## src/rtl/fp_add_pkg.sv

```systemverilog
// fp_add_pkg: shared state encoding, width defaults and exponent-difference helper for the FP add controller
package fp_add_pkg;
  localparam int MENT_WIDTH_DEF = 23;
  localparam int EXPO_WIDTH_DEF = 8;
  localparam int MAX_ALIGN_DEF = MENT_WIDTH_DEF + 2;
  typedef enum logic [2:0] {IDLE, COMPARE, ALIGN, ADD, NORM, DONE} state_t;
  // d is exponent1 + two's-complement(exponent2) of width w+1; bit w set means exponent1 >= exponent2
  function automatic logic [31:0] exp_mag(input logic [31:0] d, input int w);
    logic [31:0] mask;
    mask = (32'd1 << w) - 32'd1;
    return d[w] ? (d & mask) : ((~d + 32'd1) & mask);
  endfunction
endpackage

```

## src/rtl/fp_add_shift_counter.sv

```systemverilog
// fp_add_shift_counter: loadable down-counter, load value saturated to MAX, stops at zero
//   clk, rst_n   clock, async active-low reset
//   load         load min(load_val, MAX)
//   dec          decrement by one (held at zero)
//   count, zero  current count and count==0 flag
module fp_add_shift_counter #(
  parameter int WIDTH = 5,
  parameter int MAX = 25,
  parameter int LW = 8
) (
  input  logic             clk,
  input  logic             rst_n,
  input  logic             load,
  input  logic [LW-1:0]    load_val,
  input  logic             dec,
  output logic [WIDTH-1:0] count,
  output logic             zero
);
  logic [WIDTH-1:0] sat;
  assign sat = (32'(load_val) > MAX) ? WIDTH'(MAX) : WIDTH'(load_val);
  assign zero = count == '0;
  always_ff @(posedge clk or negedge rst_n)
    if (!rst_n) count <= '0;
    else if (load) count <= sat;
    else if (dec && !zero) count <= count - 1'b1;
endmodule

```

## src/rtl/fp_add_control_unit.sv

```systemverilog
// fp_add_control_unit: sequencer for the FP add datapath (compare, align, add, normalize, handshake)
//   clk_in, rst_n_in             clock, async active-low reset
//   start_in / ready_out         request handshake, ready only in IDLE
//   exp_diff_in                  exponent difference, sampled in COMPARE only
//   mux1/2/3_sel_out             operand selects, held from COMPARE until back in IDLE
//   align_shift_out, add_en_out  alignment shift and mantissa add strobes
//   mant_carry_in, norm_msb_in, sum_zero_in   adder status
//   norm_right/left_out, exp_inc/dec_out      normalizer strobes
//   result_valid_out / result_ready_in, zero_out   result handshake
//   op_cycles_out                busy-cycle count, only with FP_ADD_CTRL_PERF_CNT_EN defined
module fp_add_control_unit import fp_add_pkg::*; #(
  parameter int MENT_WIDTH = MENT_WIDTH_DEF,
  parameter int EXPO_WIDTH = EXPO_WIDTH_DEF,
  parameter int MAX_ALIGN = MENT_WIDTH + 2
) (
  input  logic                clk_in,
  input  logic                rst_n_in,
`ifdef FP_ADD_CTRL_PERF_CNT_EN
  output logic [7:0]          op_cycles_out,
`endif
  input  logic                start_in,
  output logic                ready_out,
  input  logic [EXPO_WIDTH:0] exp_diff_in,
  output logic                mux1_sel_out,
  output logic                mux2_sel_out,
  output logic                mux3_sel_out,
  output logic                align_shift_out,
  output logic                add_en_out,
  input  logic                mant_carry_in,
  input  logic                norm_msb_in,
  input  logic                sum_zero_in,
  output logic                norm_right_out,
  output logic                norm_left_out,
  output logic                exp_inc_out,
  output logic                exp_dec_out,
  output logic                result_valid_out,
  input  logic                result_ready_in,
  output logic                zero_out
);
  localparam int SW = $clog2(MAX_ALIGN + 1);
  localparam int NW = $clog2(MENT_WIDTH + 1);
  state_t state, next;
  logic sel_q, carry_q, zero_q, accept, shift_zero, norm_stop;
  logic [EXPO_WIDTH-1:0] mag;
  logic [SW-1:0] shift_cnt;
  logic [NW-1:0] norm_cnt;
  assign mag = EXPO_WIDTH'(exp_mag(32'(exp_diff_in), EXPO_WIDTH));
  assign accept = start_in && state == IDLE;
  assign norm_stop = carry_q || sum_zero_in || norm_msb_in;
  assign ready_out = state == IDLE;
  assign result_valid_out = state == DONE;
  assign zero_out = result_valid_out && zero_q;
  assign {mux1_sel_out, mux2_sel_out, mux3_sel_out} = {3{sel_q}};
  assign align_shift_out = state == ALIGN;
  assign add_en_out = state == ADD;
  assign norm_right_out = state == NORM && carry_q;
  assign norm_left_out = state == NORM && !norm_stop;
  assign exp_inc_out = norm_right_out;
  assign exp_dec_out = norm_left_out;
  fp_add_shift_counter #(.WIDTH(SW), .MAX(MAX_ALIGN), .LW(EXPO_WIDTH)) u_shift (
    .clk(clk_in), .rst_n(rst_n_in), .load(state == COMPARE), .load_val(mag),
    .dec(align_shift_out), .count(shift_cnt), .zero(shift_zero)
  );
  always_comb begin
    next = state;
    case (state)
      IDLE:    next = start_in ? COMPARE : IDLE;
      COMPARE: next = mag != '0 ? ALIGN : ADD;
      ALIGN:   next = (shift_zero || shift_cnt == SW'(1)) ? ADD : ALIGN;
      ADD:     next = NORM;
      NORM:    next = (norm_stop || norm_cnt == NW'(MENT_WIDTH - 1)) ? DONE : NORM;
      DONE:    next = result_ready_in ? IDLE : DONE;
      default: next = IDLE;
    endcase
  end
  always_ff @(posedge clk_in or negedge rst_n_in)
    if (!rst_n_in) begin
      state <= IDLE;
      sel_q <= 1'b0;
      carry_q <= 1'b0;
      zero_q <= 1'b0;
      norm_cnt <= '0;
    end else begin
      state <= next;
      if (state == COMPARE) sel_q <= exp_diff_in[EXPO_WIDTH];
      else if (state == DONE && result_ready_in) sel_q <= 1'b0;
      if (state == ADD) carry_q <= mant_carry_in;
      if (accept) begin
        zero_q <= 1'b0;
        norm_cnt <= '0;
      end else if (state == NORM) begin
        zero_q <= !carry_q && sum_zero_in;
        if (norm_left_out) norm_cnt <= norm_cnt + 1'b1;
      end
    end
`ifdef FP_ADD_CTRL_PERF_CNT_EN
  logic busy;
  logic [7:0] perf_cnt, perf_nxt;
  assign busy = state != IDLE && state != DONE;
  assign perf_nxt = perf_cnt == 8'hFF ? perf_cnt : perf_cnt + 8'd1;
  always_ff @(posedge clk_in or negedge rst_n_in)
    if (!rst_n_in) begin
      perf_cnt <= '0;
      op_cycles_out <= '0;
    end else begin
      if (accept) perf_cnt <= '0;
      else if (busy) perf_cnt <= perf_nxt;
      if (busy && next == DONE) op_cycles_out <= perf_nxt;
    end
`endif
endmodule

```

## config.mk

```make
export PLATFORM = sky130hd
export DESIGN_NAME = fp_add_control_unit
export DESIGN_NICKNAME = d
export VERILOG_FILES = /design/src/rtl/fp_add_pkg.sv /design/src/rtl/fp_add_shift_counter.sv /design/src/rtl/fp_add_control_unit.sv
export SDC_FILE = /design/constraint.sdc
export NUM_CORES = 1
export LEC_CHECK = 0
export BUFFER_PORTS_ARGS = -buffer_cell sky130_fd_sc_hd__buf_2
export CAP_MARGIN = 30
export CELL_PAD_IN_SITES_DETAIL_PLACEMENT = 1
export CELL_PAD_IN_SITES_GLOBAL_PLACEMENT = 1
export CORE_ASPECT_RATIO = 0.9
export CORE_UTILIZATION = 35
export CTS_CLUSTER_DIAMETER = 50
export DETAILED_ROUTE_END_ITERATION = 7
export GPL_ROUTABILITY_DRIVEN = 0
export PLACE_DENSITY = 0.8
export SYNTH_ARGS = -nofsm -noshare
export SYNTH_HDL_FRONTEND = slang
export SYNTH_HIERARCHICAL = 1
export SYNTH_SLANG_ARGS = --single-unit
```

## constraint.sdc

```tcl
create_clock -name clk_in -period 2 [get_ports clk_in]
set_clock_uncertainty 0.05 [all_clocks]
set_input_delay 0.4 -clock clk_in [delete_from_list [all_inputs] [get_ports clk_in]]
set_output_delay 0.4 -clock clk_in [all_outputs]
set_load 0.02 [all_outputs]
```

Word-level counts from Yosys, hierarchy flattened
Index checks and enable logic that the tools add are counted.
{"block": "totals", "reg_bits": 16}
{"block": "classes", "n_reduce_logical": 22, "addsub": 3, "eq_ne": 7, "mux": 17, "bitwise_logic": 1, "n_lt_le_gt_ge": 1}
{"op": "two-way mux 5 bit", "n": 6}
{"op": "case mux 3 bit (6 select lines)", "n": 1}
{"op": "adder 8 x 1 -> 8 bit (second input constant)", "n": 1}
{"op": "greater-than comparator 8 x 5 -> 1 bit (second input constant)", "n": 1}
{"op": "two-way mux 1 bit", "n": 8}
{"op": "two-way mux 8 bit", "n": 1}
{"op": "NOT 8 bit", "n": 1}
{"op": "nonzero test 2 bit", "n": 4}
{"op": "nonzero test 8 bit", "n": 1}
{"op": "logical AND 1 bit", "n": 7}
{"op": "== test 3 x 2 -> 1 bit (second input constant)", "n": 2}
{"op": "== test 3 bit (second input constant)", "n": 2}
{"op": "adder 5 x 1 -> 5 bit (second input constant)", "n": 1}
{"op": "== test 5 x 1 -> 1 bit (second input constant)", "n": 1}
{"op": "== test 5 bit (second input constant)", "n": 1}
{"op": "zero test 5 bit", "n": 1}
{"op": "subtractor 5 x 1 -> 5 bit (second input constant)", "n": 1}
{"op": "logical OR 1 bit", "n": 4}
{"op": "== test 3 x 1 -> 1 bit (second input constant)", "n": 1}
{"op": "zero test 1 bit", "n": 3}
{"op": "zero test 3 bit", "n": 1}
{"op": "two-way mux 3 bit", "n": 1}
{"op": "AND reduction 2 bit", "n": 1}

Logic depth before layout (Yosys ltp)
Gate-level depths: netlist of run 1.
{"block": "logic_depth", "depth_word": 7, "mapped_depth": 7, "depth_no_buf": 7}

Hierarchy
The synthesis of run 1 kept the hierarchy.
{"module": "fp_add_control_unit", "seq_area_each_um2": 275.3, "area_per_inst_um2": 838.3, "n_inst": 1, "cells_each": 101}
{"module": "fp_add_shift_counter", "seq_area_each_um2": 125.1, "area_per_inst_um2": 359.1, "n_inst": 1, "cells_each": 40}

Worst setup path before layout of run 1
No wires, ideal clock.
{"block": "synth_path", "path_type": "input -> register", "start": "input port exp_diff_in[1]", "end": "register u_shift.count[0]", "cell_stages": 7, "slack_ns": -0.372, "setup_time_ns": 0.128, "required_ns": 1.822, "t_arrival_ns": 2.194, "cell_sequence": "or3_1 > nor3_1 > nor2_1 > xor2_1 > or4b_2 > nor3_1 > o21ai_0"}
{"block": "synth_between", "elab_chain_len": 6}
{"item": "start: declaration", "line_no": "fp_add_control_unit.sv:23", "text": "input logic [EXPO_WIDTH:0] exp_diff_in,"}
{"item": "NOT 8 bit", "line_no": "fp_add_pkg.sv:11", "text": "return d[w] ? (d & mask) : ((~d + 32'd1) & mask);"}
{"item": "adder 8 x 1 -> 8 bit", "line_no": "fp_add_pkg.sv:11"}
{"item": "two-way mux 8 bit", "line_no": "fp_add_pkg.sv:11"}
{"item": "named net mag[5]", "line_no": "fp_add_control_unit.sv:44", "text": "logic [EXPO_WIDTH-1:0] mag;"}
{"item": "greater-than comparator 8 x 5 -> 1 bit", "line_no": "fp_add_shift_counter.sv:20", "text": "assign sat = (32'(load_val) > MAX) ? WIDTH'(MAX) : WIDTH'(load_val);"}
{"item": "two-way mux 5 bit", "line_no": "fp_add_shift_counter.sv:20"}
{"item": "two-way mux 5 bit", "line_no": "fp_add_shift_counter.sv:24", "text": "else if (load) count <= sat;"}
{"item": "end signal: assignment", "line_no": "fp_add_shift_counter.sv:24"}
{"item": "end signal: assignment", "line_no": "fp_add_shift_counter.sv:25", "text": "else if (dec && !zero) count <= count - 1'b1;"}
{"item": "end: declaration", "line_no": "fp_add_shift_counter.sv:16", "text": "output logic [WIDTH-1:0] count,"}
The timed path passes the listed nets, and every way through them passes these cells.
A chain may end at the register's enable or synchronous reset.

Worst setup path after layout of run 1
{"block": "layout_path", "start": "register state[2]", "end": "register state[0]"}
{"block": "layout_between", "elab_chain_len": 2, "elab_cells_between_ends": 7, "classes_between": "eq/ne (5); mux (1); reduce/logical (1)"}
{"item": "start: declaration", "line_no": "fp_add_control_unit.sv:42", "text": "state_t state, next;"}
{"item": "start signal: assignment", "line_no": "fp_add_control_unit.sv:84", "text": "state <= next;"}
{"item": "== test 3 bit, or another cell as far along", "line_no": "fp_add_control_unit.sv:66", "text": "case (state)"}
{"item": "case mux 3 bit (6 select lines) (*)", "line_no": "fp_add_control_unit.sv:66"}
{"item": "named net next[0]", "line_no": "fp_add_control_unit.sv:42"}
Mark *: on every way through the listed nets, which the timed path passes. The rest lies on a longest branch.

==> results of run 1 <==
worst register-to-register path: stages (launching register included):
cell and delay [ns]:
sky130_fd_sc_hd__dfrtp_1 0.39, sky130_fd_sc_hd__or3_4 0.42, sky130_fd_sc_hd__or4_4 0.51, sky130_fd_sc_hd__or4_4 0.44, sky130_fd_sc_hd__o211ai_2 0.17
how the worst min path moves through the flow:
stage	startpoint	endpoint	slack (ns)
final	rst_n_in	mux1_sel_out$_DFFE_PN0P_	0.005
after global routing	rst_n_in	mux1_sel_out$_DFFE_PN0P_	0.03
after CTS	rst_n_in	mux1_sel_out$_DFFE_PN0P_	0.01
after detailed placement	rst_n_in	mux1_sel_out$_DFFE_PN0P_	0.29
after global placement	rst_n_in	mux1_sel_out$_DFFE_PN0P_	0.29
after floorplan	rst_n_in	carry_q$_DFFE_PN0P_	0.05
sequential cells by signal, indices dropped and copies added, names as in the netlist:
name / count
norm_cnt: 5
u_shift/count: 5
state: 3
carry_q: 1
mux1_sel_out: 1
zero_q: 1
what timing repair did:
item / in CTS / in global routing
endpoints found under the setup margin: 7 / 8
setup buffers: 0 / 1
gates resized for setup: 4 / 7
pin swaps: 7 / 6
hold endpoints to repair: 0 / 0
metal layers:
layer	global-route usage (%)	vias to the layer above	routed length [um]
li1	-	586	-
met1	24.35	578	1555
met2	39.82	26	1841
met3	4.400	6	133
met4	2.922	0	65
met5	0	-	0
layout by cell type, fill, tap and decap left out, types with 2 or more instances in the layout:
| cell type | netlist | final |
|---|---|---|
| sky130_fd_sc_hd__a211oi_1 | 2 | 2 |
| sky130_fd_sc_hd__a21oi_1 | 9 | 9 |
| sky130_fd_sc_hd__a31oi_1 | 4 | 4 |
| sky130_fd_sc_hd__and2_1 | 2 | 2 |
| sky130_fd_sc_hd__and3_2 | 2 | 2 |
| sky130_fd_sc_hd__buf_2 | 0 | 25 |
| sky130_fd_sc_hd__buf_4 | 5 | 21 |
| sky130_fd_sc_hd__buf_6 | 0 | 2 |
| sky130_fd_sc_hd__clkbuf_8 | 0 | 4 |
| sky130_fd_sc_hd__dfrtp_1 | 16 | 16 |
| sky130_fd_sc_hd__ha_1 | 4 | 4 |
| sky130_fd_sc_hd__inv_1 | 15 | 14 |
| sky130_fd_sc_hd__inv_2 | 1 | 2 |
| sky130_fd_sc_hd__mux2_2 | 2 | 2 |
| sky130_fd_sc_hd__nand2_1 | 6 | 6 |
| sky130_fd_sc_hd__nand2b_1 | 3 | 3 |
| sky130_fd_sc_hd__nand3_1 | 4 | 4 |
| sky130_fd_sc_hd__nand4_1 | 2 | 2 |
| sky130_fd_sc_hd__nor2_1 | 16 | 14 |
| sky130_fd_sc_hd__nor2_2 | 0 | 2 |
| sky130_fd_sc_hd__nor3_1 | 5 | 3 |
| sky130_fd_sc_hd__o21ai_0 | 4 | 3 |
| sky130_fd_sc_hd__or2b_1 | 2 | 2 |
| sky130_fd_sc_hd__or3_4 | 0 | 2 |
| sky130_fd_sc_hd__or4_4 | 0 | 2 |
| sky130_fd_sc_hd__or4b_4 | 1 | 2 |
| sky130_fd_sc_hd__xnor2_1 | 4 | 4 |
| sky130_fd_sc_hd__xor2_1 | 6 | 6 |
through the flow:
stage / total power, mW / std cells / hold slack [ns]
after global placement: 1.309 / 223 / 0.2855
after CTS: 1.679 / 227 / 0.01083
after floorplan: 1.077 / 141 / 0.05441
after detailed placement: 1.364 / 223 / 0.2886
final: 1.692 / 228 / 0.004525
after global routing: 1.823 / 228 / 0.02638
power breakdown:
part,switching (mW),internal [mW]
clock,0.124,0.175
combinational,0.475,0.395
sequential,0.0946,0.428
total,0.694,0.998
kinds of logic (layout without fill, tap and decap cells):
family / Yosys count / after routing / share of synthesized area [%]
multiplexers: 3 / 3 / 2.717
adder cells (fa/ha/maj): 4 / 4 / 4.180
flip-flops: 16 / 16 / 33.44
XOR/XNOR: 10 / 10 / 7.314
AND/OR/NAND/NOR: 57 / 57 / 27.69
buffers and inverters: 23 / 68 / 8.777
AO/OA/AOI/OAI: 28 / 28 / 15.88
area by class of cell:
type | count | area share, %
clock buffers | 4 | 3.400
inverters | 16 | 3.709
multi-input cells | 102 | 46.06
flip-flops and latches | 16 | 24.73
well taps | 42 | 3.246
repair buffers | 48 | 18.86
==> insert_results.sql, run 1 <==
INSERT INTO impl_metrics (metric_group, metric, value, unit) VALUES
('outcome', 'status', 'complete, but fails checks', ''),
('outcome', 'failed_checks', 'setup timing', ''),
('yosys', 'yosys_warnings', '6', ''),
('sta', 'period_minus_slack', '2.064', 'ns'),
('yosys', 'register_area_share_after_synthesis', '33.44', '%'),
('clock_tree', 'holdBufCountCts', '0', ''),
('finish', 'fillers', '402', ''),
('critical_path', 'worst-path-buf-inv', '0', ''),
('sta', 'final-setup-viol-count', '2', ''),
('sta', 'slew_headroom', '73.55', '%'),
('critical_path', 'crit_path_end_kind', 'flop', ''),
('floorplanning', 'die_y', '57.49', 'um'),
('clock_tree', 'source_to_sink_clock_delay_at_the_later_pin_of_the_worst_skew_pair', '0.26', 'ns'),
('yosys', 'synth.lib_cells_used.distinct', '44', ''),
('floorplanning', 'design.die.area', '3660', 'sq um'),
('grt', 'wire_length_of_the_first_global_routing_pass', '5913', 'um'),
('route', 'route.final.wire_length', '3595', 'um'),
('floorplanning', 'placementRows', '19', ''),
('critical_path', 'cp_slowest_cell', 'sky130_fd_sc_hd__or4_4', ''),
('critical_path', 'timing.critical_path.to', 'state[0]$_DFF_PN0_', ''),
('critical_path', 'rr_endpoint', 'state[0]$_DFF_PN0_', ''),
('critical_path', 'critical_path.max_fanout', '3', ''),
('min_path', 'hp-class', 'input pin to asynchronous set/reset pin', ''),
('placed_design', 'detailed_place.area', '1515', 'sq um'),
('grt', 'gr-total-overflow', '0', ''),
('yosys', 'postSynthCellCount', '141', ''),
('critical_path', 'cp_data_arrival_time', '2.19', 'ns'),
('sta', 'final_setup_margin', '-0.06392', 'ns'),
('yosys', 'synth_edf_count', '0', ''),
('power_and_ir_drop', 'total_leakage_power', '0.8075', 'nW'),
('sta', 'worst-slew-pin-transition', '0.3926', 'ns'),
('route', 'drt-pass1-iter-count', '4', ''),
('finish', 'finish.utilization', '51.21', '%'),
('yosys', 'synth_async_sr_flop_share', '100.0', '%'),
('critical_path', 'timing_worst_setup_path_type', 'flop to flop', ''),
('grt', 'largest_net_degree_at_the_start_of_global_routing', '17', ''),
('floorplanning', 'design.core.area', '3162', 'sq um'),
('clock_tree', 'clock_tree.root_cell', 'sky130_fd_sc_hd__clkbuf_8', ''),
('floorplanning', 'io_pins', '28', ''),
('route', 'routed-via-count', '1196', ''),
('yosys', 'syn_nets', '161', ''),
('critical_path', 'path_depth_of_the_worst_reg2reg_path', '4', ''),
('clock_tree', 'cts-buffers-inserted', '3', ''),
('sta', 'final.period_utilization', '103.2', '%'),
('placed_design', 'place.port_buffers', '27', ''),
('critical_path', 'worst-path-stages', '4', ''),
('finish', 'antenna_cells', '0', ''),
('yosys', 'synth_top_flop_cell', 'sky130_fd_sc_hd__dfrtp_1', ''),
('yosys', 'yosys-top-cells-count', '16 x sky130_fd_sc_hd__dfrtp_1, 16 x sky130_fd_sc_hd__nor2_1, 15 x sky130_fd_sc_hd__inv_1', ''),
('placed_design', 'detailedPlace.worstSlack', '-0.3331', 'ns'),
('grt', 'first_global_vias', '1281', ''),
('route', 'drt-initial-drc-count', '25', ''),
('flow_run', 'max-cap-violations', '0', ''),
('critical_path', 'cp_cell_sequence', 'or3_4 > or4_4 > or4_4 > o211ai_2', ''),
('power_and_ir_drop', 'maximum_ir_drop_on_the_vdd_rail', '0.4708', 'mV'),
('clock_tree', 'cts-root-to-sink-buffers', '2', ''),
('clock_tree', 'clock_slew_at_the_register_clock_pins_of_the_worst_setup_and_hold_paths', '0.07', 'ns'),
('placed_design', 'detailed_place_hpwl', '2680', 'um'),
('yosys', 'postSynthRegisterBits', '16', ''),
('sta', 'hold_viol', '0', ''),
('route', 'antenna_violating_nets_post_route', '0', ''),
('critical_path', 'critical_path.max_stage_delay', '0.51', 'ns'),
('sta', 'fmaxAchievable', '0.4845', 'GHz'),
('sta', 'finalMaxSlewViolations', '0', ''),
('finish', 'reg_area', '400.4', 'sq um'),
('route', 'drc', '0', ''),
('grt', 'grt_antenna_before_repair', '0', ''),
('critical_path', 'crit_top_cell', 'sky130_fd_sc_hd__or4_4', ''),
('critical_path', 'r2r_setup_slack', '-0.06', 'ns'),
('finish', 'final_layout_size_suffix_gt1_share', '40.32', '%'),
('critical_path', 'critical_path.startpoint', 'state[2]$_DFF_PN0_', '');
No activity file was read; power rests on OpenSTA's default activity.
==> inputs of run 2 (changes only) <==
- CORE_ASPECT_RATIO: 0.9 -> not set
==> insert_results.sql, run 2 (synthesized netlist as in run 1, its figures left out) <==
INSERT INTO impl_metrics (metric_group, metric, value, unit) VALUES
('outcome', 'status', 'finished, final reports clean', ''),
('finish', 'finish.utilization', '54.25', '%'),
('grt', 'first_global_vias', '1269', ''),
('critical_path', 'critical_path.max_fanout', '4', ''),
('clock_tree', 'cts-buffers-inserted', '3', ''),
('grt', 'gr-total-overflow', '0', ''),
('sta', 'slew_headroom', '73.91', '%'),
('critical_path', 'timing.critical_path.to', 'ready_out', ''),
('sta', 'hold_viol', '0', ''),
('clock_tree', 'h-tree-depth', '1', ''),
('sta', 'rsz0062_at_grt', 'true', ''),
('route', 'detail_route.wl_per_cell', '16.23', 'um'),
('min_path', 'min-delay-start', 'mant_carry_in', ''),
('grt', 'largest_net_degree_at_the_start_of_global_routing', '17', ''),
('critical_path', 'critical_path.startpoint', 'state[1]$_DFF_PN0_', ''),
('finish', 'layout_top_registers', 'norm_cnt x5, u_shift/count x5, state x3', ''),
('floorplanning', 'die_width', '60.49', 'um'),
('critical_path', 'rr_endpoint', 'state[0]$_DFF_PN0_', ''),
('placed_design', 'detailed_place.area', '1510', 'sq um'),
('critical_path', 'worstReg2RegStart', 'state[1]$_DFF_PN0_', ''),
('power_and_ir_drop', 'total_leakage_power', '0.8423', 'nW'),
('clock_tree', 'clock_slew_at_the_register_clock_pins_of_the_worst_setup_and_hold_paths', '0.10', 'ns'),
('critical_path', 'crit_path_end_kind', 'output pin', ''),
('critical_path', 'path_depth_of_the_worst_reg2reg_path', '4', ''),
('critical_path', 'cp_data_required_time', '1.55', 'ns'),
('finish', 'layout.cells.most_common_list', '27 x sky130_fd_sc_hd__buf_4, 21 x sky130_fd_sc_hd__buf_2, 16 x sky130_fd_sc_hd__dfrtp_1, 14 x sky130_fd_sc_hd__inv_1, 14 x sky130_fd_sc_hd__nor2_1', ''),
('sta', 'worst-slew-pin-transition', '0.3859', 'ns'),
('sta', 'final-setup-viol-count', '0', ''),
('route', 'drc', '0', ''),
('critical_path', 'crit_top_cell', 'sky130_fd_sc_hd__buf_4', ''),
('grt', 'global_router_s_overall_resource_usage', '22.25', '%'),
('placed_design', 'detailed_place_hpwl', '2772', 'um'),
('route', 'antenna_violating_nets_post_route', '0', ''),
('critical_path', 'cp_data_arrival_time', '1.55', 'ns'),
('route', 'route.final.wire_length', '3863', 'um'),
('route', 'routed-via-count', '1269', ''),
('critical_path', 'cp_cell_sequence', 'buf_6 > buf_4 > buf_4 > nor3_1 > buf_2', ''),
('power_and_ir_drop', 'power', '1.785', 'mW'),
('floorplanning', 'die_y', '60.49', 'um'),
('floorplanning', 'design.core.area', '3153', 'sq um'),
('critical_path', 'critical_path.max_stage_delay', '0.42', 'ns'),
('floorplanning', 'design.die.area', '3659', 'sq um'),
('min_path', 'timing.hold.worst_path_depth', '2', ''),
('clock_tree', 'clock_tree.root_cell', 'sky130_fd_sc_hd__clkbuf_4', ''),
('finish', 'final_layout_size_suffix_gt1_share', '43.81', '%'),
('flow_run', 'max-cap-violations', '0', ''),
('clock_tree', 'cts-root-to-sink-buffers', '2', ''),
('power_and_ir_drop', 'power-per-cell-area', '1043', 'nW/um^2'),
('finish', 'final_common_cell', 'sky130_fd_sc_hd__buf_4', ''),
('critical_path', 'r2r_setup_slack', '0.01', 'ns'),
('sta', 'period_minus_slack', '1.998', 'ns'),
('min_path', 'hp-class', 'input pin to flop', ''),
('grt', 'wire_length_of_the_first_global_routing_pass', '5782', 'um'),
('sta', 'setup_tns', '0', 'ns'),
('sta', 'final.period_utilization', '99.92', '%'),
('placed_design', 'place.port_buffers', '27', ''),
('clock_tree', 'cts_tree', 'done', ''),
('sta', 'fmaxAchievable', '0.5004', 'GHz'),
('clock_tree', 'source_to_sink_clock_delay_at_the_later_pin_of_the_worst_skew_pair', '0.31', 'ns'),
('route', 'vias_per_cell', '5.332', ''),
('finish', 'antenna_cells', '0', ''),
('finish', 'areaGrowthSynthToFinish', '42.84', '%'),
('finish', 'final_nets', '215', ''),
('critical_path', 'setup.worst_path.start_class', 'flop', ''),
('route', 'drt-pass1-iter-count', '4', ''),
('grt', 'grt_antenna_before_repair', '0', ''),
('floorplanning', 'placementRows', '20', ''),
('finish', 'postLayoutCellArea', '1710', 'sq um'),
('route', 'drt-initial-drc-count', '61', ''),
('clock_tree', 'cts.sinks', '16', ''),
('critical_path', 'timing_worst_setup_path_type', 'flop to output pin', ''),
('critical_path', 'cp_slowest_cell', 'sky130_fd_sc_hd__dfrtp_1', ''),
('power_and_ir_drop', 'maximum_ir_drop_on_the_vdd_rail', '0.4346', 'mV'),
('floorplanning', 'io_pins', '28', ''),
('floorplanning', 'floorplan.initialDensity', '37.98', '%'),
('sta', 'finalMaxSlewViolations', '0', '');
run 2: worst min-delay path by stage:
stage,end,slack (ns)
4_1_cts,carry_q$_DFFE_PN0P_,0.27
5_1_grt,carry_q$_DFFE_PN0P_,0.29
3_5_place_dp,mux1_sel_out$_DFFE_PN0P_,0.29
3_3_place_gp,mux1_sel_out$_DFFE_PN0P_,0.29
2_1_floorplan,carry_q$_DFFE_PN0P_,0.05
6_report,carry_q$_DFFE_PN0P_,0.29
run 2: layout make-up:
type | instances | area, sq um
clock buffers | 4 | 36.28
inverters | 16 | 60.06
fillers | 396 | 1443
multi-input cells | 102 | 762.0
flip-flops and latches | 16 | 400.4
well taps | 44 | 55.05
repair buffers | 56 | 396.6
run 2: repair_timing:
item / 4_1_cts / 5_1_grt
resized for setup: 9 / 17
setup endpoints to repair: 7 / 9
hold endpoints to repair: 16 / 0
pin swaps: 4 / 11
hold buffers: 1 / 0
setup buffers: 0 / 9
run 2: power by group:
group / internal [mW] / leakage, nW / switching, mW / total [mW]
combinational: 0.495 / 0.619 / 0.525 / 1.02
clock: 0.111 / 0.0210 / 0.118 / 0.230
sequential: 0.428 / 0.203 / 0.108 / 0.535
total: 1.03 / 0.842 / 0.751 / 1.78
run 2: worst max-delay path: cells and delay by family, from the launching register on:
family	cells	cell delay, ns
DFF	1	0.42
buffers and inverters	4	0.61
and+or+nand+nor	1	0.21
run 2: stage by stage:
stage	worst slack (ns)	cells	hold WS [ns]
after floorplan	-0.1461	141	0.05441
after CTS	0.004306	229	0.2686
after detailed placement	-0.3569	224	0.2946
after global placement	-0.2699	224	0.2885
final	0.001610	238	0.2940
after global routing	-0.04281	238	0.2870
run 2: metal layers:
metal	GRT usage (%)	vias to the layer above	routed length [um]	share of wire, %
li1	-	600	-	-
met1	23.08	633	1558	40
met2	42.07	28	2109	55
met3	4.691	8	107	2.8
met4	11.04	0	88	2.3
met5	0	-	0	0
==> inputs of run 3 (changes only) <==
- REMOVE_ABC_BUFFERS: not set -> 1
==> insert_results.sql, run 3 (synthesized netlist as in run 1, its figures left out) <==
INSERT INTO impl_metrics (metric_group, metric, value, unit) VALUES
('route', 'drc', '0', ''),
('power_and_ir_drop', 'internal_power', '987.6', 'uW'),
('route', 'vias_per_cell', '5.393', ''),
('critical_path', 'cp_slowest_cell', 'sky130_fd_sc_hd__or4_4', ''),
('power_and_ir_drop', 'power.combinational.fraction', '56.4', '%'),
('floorplanning', 'die_width', '60.49', 'um'),
('grt', 'wire_length_of_the_first_global_routing_pass', '6589', 'um'),
('grt', 'grt_antenna_before_repair', '0', ''),
('critical_path', 'critical_path.max_stage_delay', '0.42', 'ns'),
('min_path', 'hold_end', 'carry_q$_DFFE_PN0P_', ''),
('clock_tree', 'cts_tree', 'done', ''),
('critical_path', 'cp_data_required_time', '2.17', 'ns'),
('critical_path', 'worst-path-buf-inv', '3', ''),
('sta', 'final_setup_margin', '-0.05890', 'ns'),
('critical_path', 'path_depth_of_the_worst_reg2reg_path', '4', ''),
('power_and_ir_drop', 'clock_power_share', '12.9', '%'),
('power_and_ir_drop', 'switchingPower', '741.6', 'uW'),
('finish', 'final_layout_size_suffix_gt1_share', '45.64', '%'),
('floorplanning', 'placementRows', '20', ''),
('sta', 'slew_headroom', '73.72', '%'),
('grt', 'gr-total-overflow', '0', ''),
('sta', 'rsz0062_at_grt', 'true', ''),
('finish', 'reg_area', '400.4', 'sq um'),
('sta', 'finalMaxSlewViolations', '0', ''),
('clock_tree', 'cts.sinks', '16', ''),
('sta', 'hold_viol', '0', ''),
('critical_path', 'r2r_setup_slack', '-0.05', 'ns'),
('finish', 'layout.cells.most_common_list', '26 x sky130_fd_sc_hd__buf_4, 22 x sky130_fd_sc_hd__buf_2, 16 x sky130_fd_sc_hd__dfrtp_1, 14 x sky130_fd_sc_hd__nor2_1, 13 x sky130_fd_sc_hd__inv_1', ''),
('floorplanning', 'die_y', '60.49', 'um'),
('finish', 'finish.utilization', '54.92', '%'),
('floorplanning', 'design.core.area', '3153', 'sq um'),
('route', 'drt-pass1-iter-count', '4', ''),
('critical_path', 'setup.worst_path.start_class', 'input pin', ''),
('power_and_ir_drop', 'maximum_ir_drop_on_the_vdd_rail', '0.5463', 'mV'),
('finish', 'final_nets', '216', ''),
('critical_path', 'worstReg2RegStart', 'state[2]$_DFF_PN0_', ''),
('clock_tree', 'clock_tree.root_cell', 'sky130_fd_sc_hd__clkbuf_4', ''),
('finish', 'multi_input_comb_area', '772.0', 'sq um'),
('floorplanning', 'io_pins', '28', ''),
('route', 'detail_route.wl_per_cell', '18.18', 'um'),
('sta', 'worst-slew-pin-transition', '0.3906', 'ns'),
('power_and_ir_drop', 'p_seq_share', '30.7', '%'),
('route', 'drt-initial-drc-count', '56', ''),
('finish', 'instances_no_fill', '239', ''),
('critical_path', 'rr_endpoint', 'state[0]$_DFF_PN0_', ''),
('sta', 'final-setup-viol-count', '2', ''),
('critical_path', 'critical_path.startpoint', 'exp_diff_in[0]', ''),
('power_and_ir_drop', 'power-per-cell-area', '998.6', 'nW/um^2'),
('route', 'routed-via-count', '1289', ''),
('critical_path', 'cp_data_arrival_time', '2.23', 'ns'),
('min_path', 'hp-class', 'input pin to flop', ''),
('grt', 'largest_net_degree_at_the_start_of_global_routing', '17', ''),
('route', 'route.final.wire_length', '4345', 'um'),
('clock_tree', 'clock_slew_at_the_register_clock_pins_of_the_worst_setup_and_hold_paths', '0.11', 'ns'),
('power_and_ir_drop', 'switching_share', '42.89', '%'),
('sta', 'timing.hold.ws', '0.2990', 'ns'),
('critical_path', 'critical_path.max_fanout', '3', ''),
('critical_path', 'cp_cell_sequence', 'buf_2 > buf_4 > inv_2 > ha_2 > mux2_4 > or4_4 > or4_4 > o211ai_2', ''),
('finish', 'final_common_cell', 'sky130_fd_sc_hd__buf_4', ''),
('critical_path', 'crit_path_end_kind', 'flop', ''),
('critical_path', 'crit_family', 'simple AND/OR/NAND/NOR gates', ''),
('floorplanning', 'design.die.area', '3659', 'sq um'),
('clock_tree', 'cts-buffers-inserted', '3', ''),
('clock_tree', 'h-tree-depth', '1', ''),
('clock_tree', 'source_to_sink_clock_delay_at_the_later_pin_of_the_worst_skew_pair', '0.29', 'ns'),
('finish', 'areaGrowthSynthToFinish', '44.62', '%'),
('sta', 'fmaxAchievable', '0.4857', 'GHz'),
('floorplanning', 'floorplan.initialDensity', '37.98', '%'),
('finish', 'antenna_cells', '0', ''),
('placed_design', 'dpl.cell_count', '225', ''),
('min_path', 'min-delay-start', 'mant_carry_in', ''),
('route', 'antenna_violating_nets_post_route', '0', ''),
('placed_design', 'detailedPlace.worstSlack', '-0.5085', 'ns'),
('power_and_ir_drop', 'power', '1.729', 'mW'),
('critical_path', 'crit_top_cell', 'sky130_fd_sc_hd__or4_4', ''),
('clock_tree', 'cts-root-to-sink-buffers', '2', ''),
('power_and_ir_drop', 'total_leakage_power', '0.8542', 'nW'),
('critical_path', 'worst-path-stages', '8', ''),
('grt', 'global_router_s_overall_resource_usage', '24.87', '%'),
('outcome', 'failed_checks', 'setup timing', ''),
('placed_design', 'place.port_buffers', '27', ''),
('placed_design', 'detailed_place.area', '1493', 'sq um'),
('grt', 'first_global_vias', '1365', ''),
('sta', 'final.period_utilization', '102.9', '%'),
('critical_path', 'timing_worst_setup_path_type', 'input pin to flop', ''),
('finish', 'layout_top_registers', 'norm_cnt x5, u_shift/count x5, state x3', ''),
('sta', 'setup_tns', '-0.1041', 'ns'),
('finish', 'postLayoutCellArea', '1732', 'sq um'),
('outcome', 'status', 'complete, but fails checks', ''),
('sta', 'period_minus_slack', '2.059', 'ns'),
('flow_run', 'max-cap-violations', '0', ''),
('finish', 'fillers', '400', ''),
('min_path', 'timing.hold.worst_path_depth', '2', ''),
('placed_design', 'detailed_place_hpwl', '2615', 'um');
-- run 3: area by class of cell --
| type | count | area share, % |
|---|---|---|
| Clock buffer | 4 | 2.095 |
| Multi-Input combinational cell | 102 | 44.58 |
| Tap cell | 44 | 3.179 |
| Sequential cell | 16 | 23.12 |
| Inverter | 16 | 3.613 |
| Timing Repair Buffer | 57 | 23.41 |
-- run 3: power groups by stage --
stage,registers [mW],logic (mW),clock network [mW]
floorplan,0.561,0.460,0
global placement,0.515,0.787,0
detailed placement,0.527,0.831,0
CTS,0.521,0.858,0.226
global route,0.550,1.07,0.236
finish,0.531,0.975,0.223
-- run 3: worst max-delay path by stage --
stage,endpoint
after detailed placement,u_shift/count[0]$_DFFE_PN0P_
after global routing,state[0]$_DFF_PN0_
after floorplan,u_shift/count[0]$_DFFE_PN0P_
after global placement,u_shift/count[0]$_DFFE_PN0P_
final,state[0]$_DFF_PN0_
after CTS,state[0]$_DFF_PN0_
-- run 3: layer usage --
metal / wire [um] / up-vias / global-route usage, %
li1: - / 601 / -
met1: 1731 / 650 / 28.31
met2: 2400 / 30 / 46.78
met3: 128 / 8 / 2.772
met4: 84 / 0 / 10.39
met5: 0 / - / 0
-- run 3: what timing repair did --
item,in CTS,in global routing
setup buffers,6,4
resized for setup,14,23
pin swaps,2,5
endpoints found under the setup margin,8,9
hold endpoints to repair,16,0
hold buffers,1,0
gates cloned,0,0
-- run 3: worst reg2reg max path, cell delays in order (launching register included) --
cell	delay, ns
sky130_fd_sc_hd__dfrtp_1	0.40
sky130_fd_sc_hd__or3_4	0.42
sky130_fd_sc_hd__or4_4	0.52
sky130_fd_sc_hd__or4_4	0.43
sky130_fd_sc_hd__o211ai_2	0.16
